### src/rtl/iter_divider.sv
// Iterative restoring radix-2 integer divider with valid/ready handshakes.
// Signed and unsigned DIV/MOD; quotient truncates toward zero and the
// remainder takes the sign of the dividend. A pass-through tag follows each
// request to its result.
// Optional build macro DIV_EARLY_OUT_EN: operations whose quotient is
// trivially zero (divisor zero or |dividend| < |divisor|) skip the iteration
// phase and complete in 2 cycles instead of WIDTH+2.
module iter_divider #(
  parameter int WIDTH = 32,
  parameter int TAG_W = 5
) (
  input  logic             aclk,
  input  logic             areset,
  input  logic             in_valid,
  output logic             in_ready,
  input  logic [1:0]       op,
  input  logic [WIDTH-1:0] dividend,
  input  logic [WIDTH-1:0] divisor,
  input  logic [TAG_W-1:0] tag_in,
  input  logic             flush,
  output logic             out_valid,
  input  logic             out_ready,
  output logic [WIDTH-1:0] result,
  output logic [TAG_W-1:0] tag_out,
  output logic             div_by_zero
);

  localparam int CNT_W = $clog2(WIDTH) + 1;
  localparam int REM_W = WIDTH + 1;

  typedef enum logic [2:0] {
    S_IDLE,
    S_PREP,
    S_CALC,
    S_FIX,
    S_DONE
  } state_t;

  state_t             state_q;
  logic               in_ready_q;
  logic               out_valid_q;
  logic [1:0]         op_q;
  logic [WIDTH-1:0]   a_q;
  logic [WIDTH-1:0]   b_q;
  logic [TAG_W-1:0]   tag_q;
  logic [REM_W-1:0]   rem_q;
  logic [WIDTH-1:0]   quo_q;
  logic [WIDTH-1:0]   dmag_q;
  logic               neg_quo_q;
  logic               neg_rem_q;
  logic [CNT_W-1:0]   cnt_q;
  logic [WIDTH-1:0]   result_q;
  logic [TAG_W-1:0]   tag_out_q;
  logic               dbz_q;

  logic               a_neg_d;
  logic               b_neg_d;
  logic [WIDTH-1:0]   a_mag_d;
  logic [WIDTH-1:0]   b_mag_d;
  logic               early_out_d;
  logic [REM_W:0]     shift_rem_d;
  logic               rem_ge_d;
  logic [REM_W-1:0]   rem_next_d;
  logic [WIDTH-1:0]   quo_fix_d;
  logic [WIDTH-1:0]   rem_fix_d;
  logic [WIDTH-1:0]   quo_sel_d;
  logic [WIDTH-1:0]   rem_sel_d;
  logic [WIDTH-1:0]   result_d;

  // Datapath: operand magnitudes, one restoring step, and final sign fix-up.
  always_comb begin
    // NOTE: every always_comb output gets a value on every path; a missing
    // assignment here would infer a latch.
    a_neg_d = ~op_q[1] & a_q[WIDTH-1];
    b_neg_d = ~op_q[1] & b_q[WIDTH-1];
    // -MIN wraps back to 2^(WIDTH-1), which is the correct unsigned magnitude.
    a_mag_d = a_neg_d ? -a_q : a_q;
    b_mag_d = b_neg_d ? -b_q : b_q;

`ifdef DIV_EARLY_OUT_EN
    early_out_d = (b_q == '0) || (a_mag_d < b_mag_d);
`else
    early_out_d = 1'b0;
`endif

    // Shift the next dividend bit into the partial remainder, then try to
    // subtract the divisor; keep the difference only when it does not borrow.
    shift_rem_d = {rem_q, quo_q[WIDTH-1]};
    rem_ge_d    = shift_rem_d >= {2'b00, dmag_q};
    rem_next_d  = rem_ge_d ? REM_W'(shift_rem_d - {2'b00, dmag_q})
                           : shift_rem_d[REM_W-1:0];

    quo_fix_d = neg_quo_q ? -quo_q : quo_q;
    rem_fix_d = neg_rem_q ? -rem_q[WIDTH-1:0] : rem_q[WIDTH-1:0];

    // Division by zero has an architected result independent of the loop.
    if (dmag_q == '0) begin
      quo_sel_d = '1;
      rem_sel_d = a_q;
    end else begin
      quo_sel_d = quo_fix_d;
      rem_sel_d = rem_fix_d;
    end

    result_d = op_q[0] ? rem_sel_d : quo_sel_d;
  end

  // Control FSM plus all sequential datapath state and registered outputs.
  always_ff @(posedge aclk or posedge areset) begin
    if (areset) begin
      state_q     <= S_IDLE;
      in_ready_q  <= 1'b1;
      out_valid_q <= 1'b0;
      op_q        <= '0;
      a_q         <= '0;
      b_q         <= '0;
      tag_q       <= '0;
      rem_q       <= '0;
      quo_q       <= '0;
      dmag_q      <= '0;
      neg_quo_q   <= 1'b0;
      neg_rem_q   <= 1'b0;
      cnt_q       <= '0;
      result_q    <= '0;
      tag_out_q   <= '0;
      dbz_q       <= 1'b0;
    end else if (flush) begin
      // Flush outranks every other request, including a pending handshake.
      state_q     <= S_IDLE;
      in_ready_q  <= 1'b1;
      out_valid_q <= 1'b0;
      cnt_q       <= '0;
    end else begin
      // NOTE: state is updated with non-blocking assignments so every
      // register samples the pre-edge values regardless of statement order.
      case (state_q)
        S_IDLE: begin
          if (in_valid) begin
            op_q       <= op;
            a_q        <= dividend;
            b_q        <= divisor;
            tag_q      <= tag_in;
            in_ready_q <= 1'b0;
            state_q    <= S_PREP;
          end
        end

        S_PREP: begin
          dmag_q    <= b_mag_d;
          neg_quo_q <= a_neg_d ^ b_neg_d;
          neg_rem_q <= a_neg_d;
          cnt_q     <= '0;
          if (early_out_d) begin
            quo_q   <= '0;
            rem_q   <= {1'b0, a_mag_d};
            state_q <= S_FIX;
          end else begin
            quo_q   <= a_mag_d;
            rem_q   <= '0;
            state_q <= S_CALC;
          end
        end

        S_CALC: begin
          rem_q <= rem_next_d;
          quo_q <= {quo_q[WIDTH-2:0], rem_ge_d};
          if (cnt_q == CNT_W'(WIDTH - 1)) begin
            cnt_q   <= '0;
            state_q <= S_FIX;
          end else begin
            cnt_q <= cnt_q + 1'b1;
          end
        end

        S_FIX: begin
          result_q    <= result_d;
          tag_out_q   <= tag_q;
          dbz_q       <= (dmag_q == '0);
          out_valid_q <= 1'b1;
          state_q     <= S_DONE;
        end

        S_DONE: begin
          if (out_ready) begin
            out_valid_q <= 1'b0;
            in_ready_q  <= 1'b1;
            state_q     <= S_IDLE;
          end
        end

        default: begin
          state_q     <= S_IDLE;
          in_ready_q  <= 1'b1;
          out_valid_q <= 1'b0;
        end
      endcase
    end
  end

  assign in_ready    = in_ready_q;
  assign out_valid   = out_valid_q;
  assign result      = result_q;
  assign tag_out     = tag_out_q;
  assign div_by_zero = dbz_q;

endmodule

### config.mk
export PLATFORM = sky130hd
export DESIGN_NAME = iter_divider
export DESIGN_NICKNAME = d
export VERILOG_FILES = /design/src/rtl/iter_divider.sv
export SDC_FILE = /design/constraint.sdc
export NUM_CORES = 1
export LEC_CHECK = 0
export BUFFER_PORTS_ARGS = -buffer_cell sky130_fd_sc_hd__buf_2
export CORE_ASPECT_RATIO = 1.2
export CORE_UTILIZATION = 50
export CTS_CLUSTER_SIZE = 14
export DETAILED_ROUTE_END_ITERATION = 8
export PLACE_DENSITY = 0.69
export SYNTH_ARGS = -nofsm -noshare
export SYNTH_HDL_FRONTEND = slang
export SYNTH_SLANG_ARGS = --single-unit
### constraint.sdc
create_clock -name aclk -period 10.1 [get_ports aclk]
set_input_delay 2.02 -clock aclk [delete_from_list [all_inputs] [get_ports aclk]]
set_output_delay 2.02 -clock aclk [all_outputs]
set_load 0.01 [all_outputs]
==> flow_summary.ini, run 1 <==
[worst_setup_path]
path_class = in2reg
worst-path-buf-inv = 4
cp_max_fo = 87
endpoint = dmag_q[13]$_DFFE_PP0P_
crit_family = buffers and inverters
crit_slowest_cell = buf_4
r2r_slack_ps = 6280
path_cells = buf_2 > nor2_1 > nand2b_2 > buf_4 > inv_1 > nand2_1 > buf_4 > o21ai_0
cp_num_cells = 8
rr_startpoint = quo_q[31]$_DFFE_PP0P_
r2r_end = rem_q[31]$_DFFE_PP0P_
startpoint = flush
end_kind = flip-flop
cp.arrival_ps = 4400
crit_required_ps = 10470
max_stage_delay_ps = 660
cp_common_cell = buf_4
start_kind = input pin
r2r_cells = 14

[logic_synthesis]
synthCells = 1544
synth_area_leaders = dfrtp_1 40%, o21ai_0 7.0%, mux2_2 5.9%
synth_top_area_cell = dfrtp_1
synth_xor_area_share_pct = 8.951
ys_ff_latch = 219
yosysSeqAreaShare_pct = 40.01
syn_nets = 1658
yosys_warnings = 0
synthSimpleGateAreaFrac_pct = 15.25
synth-edff-count = 0
synth_top_family_by_area = compound AO/OA/AOI/OAI gates
avgSynthCellArea_um2 = 8.873
muxShareOfSynthArea_pct = 6.284
synth_fa_ha_area_share_pct = 3.525
synth_async_sr_flop_share_pct = 100.0
netlist.area_leader.share_pct = 39.82
synth_flop_cell = dfrtp_1
synth_compound_area_share_pct = 21.72
synth_cell_type_count = 74
syn-cell-area_um2 = 13700

[sta]
fin_crit_ps = 4029
worst_slew_pin_slew_ps = 1134
period_share_pct = 39.89
rsz0062_at_grt = false
layout_setup_ws_ps = 6071
fin_skew_ps = 25.46
slew_violations = 0
fmax_mhz = 248.2
fin_hold_ws_ps = 463.7
setup_viol = 0
relSlewSlack_pct = 24.39
finalSetupTns_ps = 0
hold_viol = 0

[clock_network]
htree_num_levels = 1
cts_tree = built
numCtsBuffers = 24
cts-resized-gates = 0
post-cts-setup-buffers = 0
cts.clk_slew.worst_paths_ps = 60
clkLatencyLatePin_ps = 540
cts_buffer_depth = 3
postCtsHoldBufs = 0
cts.sinks = 219
cts_root_buf = clkbuf_16

[power]
p_leak_nw = 6.974
power_frac_comb_pct = 53.8
pwr-share-clk_pct = 15.3
pwr_density_cell_nw_per_um2 = 372.5
ir_drop_v = 0.0001937
intPower_mw = 3.022
total_power_mw = 5.665
seq_power_share_pct = 30.9
swShare_pct = 46.66
power_switching_mw = 2.644

[die]
fp.coreArea_um2 = 27000
initial_utilization_pct = 50.73
die_area_um2 = 28070
row_count = 66
die_h_um = 183.3
ios = 116
die_w_um = 153.1

[finish]
nNetsFinal = 1722
final_layout_size_suffix_gt1_share_pct = 16.33
multi_input_area_um2 = 7659
antenna-diode-count = 0
fill_cells = 2462
seq_area_um2 = 5482
design_area_um2 = 15210
area_growth_pct = 11.01

[run_status]
status = completed

[global_routing]
grt_pass1_wl_mm = 55.81
grt.total_usage_pct = 24.38
gr-total-overflow = 0
antenna_found_initial = 0
grt_max_degree = 149
first_global_vias = 10860

[placed_design]
dpl-instance-area_um2 = 14450
globalplace.congestion = 0.9164
hpwl_mm = 24.36
io_buffers = 115
post-place-ws_ps = 5571

[job]
cap_violations = 0

[drt]
first_iter_violations = 726
drc = 0
via_per_inst = 5.866
wl_per_cell_um = 17.33
drt_first_pass_iters = 5
totalWireLength_mm = 34.01
drtAntennaViolNets = 0
vias = 11520

[hold_path]
hp-class = reg2reg
[layer usage]
| layer | up-vias | GRT usage [%] | wire length [um] |
|---|---|---|---|
| li1 | 5666 | - | - |
| met1 | 5450 | 31.61 | 14380 |
| met2 | 357 | 42.96 | 17000 |
| met3 | 42 | 2.647 | 1998 |
| met4 | 0 | 6.869 | 637 |
| met5 | - | 0 | 0 |
[final cells by class]
class                   count  share of cell area [%]
multi-input cells        1178                   50.36
well taps                 340                   2.797
clock buffers              27                   4.163
flip-flops and latches    219                   36.04
repair buffers            124                   4.229
inverters                  61                   1.555
clock inverters            14                  0.8556
[tightest hold or removal path: stages, from the launching register on]
cell and delay (ps):
dfrtp_1 340, nand2_1 50, nand2_1 50
[stage by stage]
step,util [%],cells
after floorplan,-,1544
after global placement,53.49,1922
after detailed placement,53.49,1922
after CTS,56.32,1963
after global routing,56.32,1963
final,56.32,1963
[layout by cell type (no fill, tap or decap), types with 6 or more instances in the layout]
master     instances
dfrtp_1          218
nand2_1          199
o21ai_0          192
a21oi_1          117
buf_2            115
xor2_1            90
nor2_1            85
mux2_2            72
inv_1             60
xnor2_1           50
ha_1              37
a21o_1            30
clkbuf_16         25
o31ai_1           24
nor3_1            23
nor4_1            22
a221oi_1          19
nand3_1           18
or3_1             15
nand2b_1          14
a32oi_1           14
o211ai_1          13
o41ai_1           11
a31oi_1           10
nand4_1            9
or4_1              9
clkinv_2           9
buf_4              9
nor2b_1            6
a211o_1            6
and3_1             6
[worst min-delay path by stage]
stage / depth (start not counted) / start / slack, ps / to
after global placement: 2 / tag_q[0]$_DFFE_PP0P_ / 440 / tag_out[0]$_DFFE_PP0P_
after floorplan: 2 / tag_q[0]$_DFFE_PP0P_ / 430 / tag_out[0]$_DFFE_PP0P_
after CTS: 2 / tag_q[4]$_DFFE_PP0P_ / 470 / tag_out[4]$_DFFE_PP0P_
after global routing: 1 / result[13]$_DFFE_PP0P_ / 490 / result[13]$_DFFE_PP0P_
final: 2 / tag_q[0]$_DFFE_PP0P_ / 460 / tag_out[0]$_DFFE_PP0P_
after detailed placement: 2 / tag_q[2]$_DFFE_PP0P_ / 450 / tag_out[2]$_DFFE_PP0P_
[synthesized netlist by cell type (19+ instances only)]
| master | number |
|---|---|
| a221oi_1 | 19 |
| nor3_1 | 23 |
| nor2_1 | 86 |
| nor4_1 | 22 |
| a21o_1 | 30 |
| clkbuf_1 | 69 |
| inv_1 | 61 |
| dfrtp_1 | 218 |
| nand2_1 | 199 |
| nand3_1 | 19 |
| ha_1 | 37 |
| o31ai_1 | 24 |
| xnor2_1 | 50 |
| o21ai_0 | 192 |
| xor2_1 | 90 |
| mux2_2 | 72 |
| a21oi_1 | 117 |
[registers in the layout (all words and copies together) (netlist names), 6 cells and up]
register,flops
a_q,32
b_q,32
cnt_q,6
dmag_q,32
quo_q,32
rem_q,33
result,32
[power by group through the flow]
stage / logic, mW / clock network (mW) / registers [mW]
5_1_grt: 3.40 / 0.920 / 1.81
2_1_floorplan: 2.41 / 0 / 1.60
4_1_cts: 3.03 / 0.881 / 1.74
3_3_place_gp: 2.96 / 0 / 1.74
3_5_place_dp: 3.02 / 0 / 1.76
6_report: 3.05 / 0.865 / 1.75
[cell families (layout without fill, tap and decap cells)]
family | count (synthesis) | after routing
flip-flops | 219 | 219
adder cells (fa/ha/maj) | 38 | 38
multiplexers | 77 | 77
AO/OA/AOI/OAI | 483 | 483
XOR/XNOR | 140 | 140
buffers and inverters | 147 | 226
AND/OR/NAND/NOR | 440 | 440
No activity file was read; power rests on OpenSTA's default activity.
==> run 2, diff against run 1 <==
==> constraint.sdc (replaced) <==
create_clock -name aclk -period 4.16 [get_ports aclk]
set_input_delay 0.832 -clock aclk [delete_from_list [all_inputs] [get_ports aclk]]
set_output_delay 0.832 -clock aclk [all_outputs]
set_load 0.01 [all_outputs]
==> run 2 against run 1 <==
- die area stayed put
- flip-flop and latch count stayed put
- via count is 0.67% higher
- routed wire length is 2.8% higher
- total power is 140% higher
- critical path depth is 5 higher
- first-iteration DRC count is 1.5% lower
- clock power grew to 2.5 times the previous value
- register-to-register slack worse by 5800 ps
==> flow_summary.ini, run 2 (synthesis gave the netlist of run 1 again) <==
[run_status]
status = completed

[drt]
via_per_inst = 5.866
drc = 0
highest_layer = met4
totalWireLength_mm = 34.96
wl_met3_mm = 1.715
drt_first_pass_iters = 6
vias = 11590
drtAntennaViolNets = 0
wl_met2_mm = 17.33
wl_per_cell_um = 17.69
first_iter_violations = 715
wl_met1_mm = 14.75

[worst_setup_path]
crit_family = compound AO/OA/AOI/OAI gates
cp_common_cell = inv_1
path_class = reg2reg
end_kind = flip-flop
worst-path-buf-inv = 3
path_cells = inv_1 > ha_1 > inv_1 > fa_1 > a21oi_1 > o21ai_0 > a221oi_1 > a31oi_1 > a2111oi_2 > or2_1 > buf_4 > o31ai_1 > a221o_1
crit_required_ps = 4570
max_stage_delay_ps = 450
cp_max_fo = 39
crit_slowest_cell = a221oi_1
cp.arrival_ps = 4080
start_kind = flip-flop

[sta]
fmax_mhz = 272.0
finalSetupTns_ps = 0
rsz0062_at_grt = false
fin_skew_ps = 19.15
slew_violations = 0
fin_crit_ps = 3676
layout_setup_ws_ps = 484.1
relSlewSlack_pct = 26.29
period_share_pct = 88.36
hold_viol = 0
setup_viol = 0
worst_slew_pin_slew_ps = 1106

[finish]
area_growth_pct = 12.13
final_common_cell = dfrtp_1
design_area_um2 = 15360
final_core_util_pct = 56.89
final_cell_mix = 218 x dfrtp_1, 199 x nand2_1, 192 x o21ai_0
largest_register_ffs = 33
nNetsFinal = 1734
largest-register = rem_q
antenna-diode-count = 0
final_layout_size_suffix_gt1_share_pct = 16.93

[clock_network]
cts.clk_slew.worst_paths_ps = 60
cts.sinks = 219
clkLatencyLatePin_ps = 530
numCtsBuffers = 25
htree_num_levels = 1
postCtsHoldBufs = 0
cts_tree = built
cts-resized-gates = 0
cts_buffer_depth = 3
cts_root_buf = clkbuf_16
post-cts-setup-buffers = 0

[die]
row_count = 66
die_w_um = 153.1
ios = 116
initial_utilization_pct = 50.73
fp.coreArea_um2 = 27000
die_h_um = 183.3
die_area_um2 = 28070

[placed_design]
hpwl_mm = 25.49
globalplace.congestion = 0.9185
dpl-instance-area_um2 = 14550
post-place-ws_ps = 528.2
io_buffers = 115

[global_routing]
grt_max_degree = 90
grt.total_usage_pct = 25.26
first_global_vias = 11210
grt_pass1_wl_mm = 57.32
antenna_found_initial = 0
gr-total-overflow = 0

[power]
total_power_mw = 13.84
p_leak_nw = 7.047
ir_drop_v = 0.0006248
pwr_density_cell_nw_per_um2 = 900.7

[hold_path]
hp-class = in2async

[job]
cap_violations = 0
-- run 2: cell types whose count changed in the layout (fill, tap and decap cells not counted), sizes merged --
| cell | change |
|---|---|
| clkbuf | +9 |
| buf | +11 |
| inv | -2 |
| clkinv | -6 |
| bufinv | -1 |
| clkinvlp | +2 |
-- run 2: path summary, 6_finish.rpt --
| kind | depth (start not counted) | start | endpoint | slack, ps |
|---|---|---|---|---|
| worst max-delay path | 13 | quo_q[31]$_DFFE_PP0P_ | rem_q[31]$_DFFE_PP0P_ | 480 |
| worst min-delay path | 2 | areset | quo_q[3]$_DFFE_PP0P_ | 420 |
| worst max register to register | 13 | quo_q[31]$_DFFE_PP0P_ | rem_q[31]$_DFFE_PP0P_ | 480 |
| worst min register to register | 2 | tag_q[2]$_DFFE_PP0P_ | tag_out[2]$_DFFE_PP0P_ | 460 |
| max in group asynchronous | 3 | areset | dmag_q[26]$_DFFE_PP0P_ | 2840 |
| min in group aclk | 2 | tag_q[2]$_DFFE_PP0P_ | tag_out[2]$_DFFE_PP0P_ | 460 |
-- run 2: worst reg2reg max path: stages, from the launching register on --
cell	delay, ps
dfrtp_1	380
inv_1	120
ha_1	170
inv_1	50
fa_1	400
a21oi_1	250
o21ai_0	180
a221oi_1	450
a31oi_1	240
a2111oi_2	390
or2_1	150
buf_4	350
o31ai_1	140
a221o_1	290
-- run 2: final cells by class --
cell class / instances / area (um2)
timing repair buffer: 135 / 750.7
multi-input combinational: 1178 / 7659
clock buffer: 36 / 747.0
inverter: 61 / 232.7
fill: 2453 / 11640
tap: 340 / 425.4
sequential: 219 / 5482
clock inverter: 7 / 65.06
-- run 2: through the flow --
stage                     hold WS, ps  cells
after global placement          443.1   1933
after detailed placement        447.5   1933
final                           421.4   1976
after CTS                       425.8   1976
after global routing            469.4   1976
after floorplan                 433.1   1544
-- run 2: routing by layer --
metal / GRT usage (%) / vias to the layer above
met2: 45.06 / 320
met3: 2.741 / 75
met4: 9.859 / 0
met1: 31.27 / 5514
li1: - / 5683
met5: 0 / -
-- run 2: power breakdown --
part,switching (mW),internal [mW],total [mW],leakage (nW)
Clock,0.875,1.30,2.17,0.399
Combinational,4.29,3.13,7.41,3.88
Sequential,1.24,3.00,4.25,2.76
Total,6.41,7.43,13.8,7.05
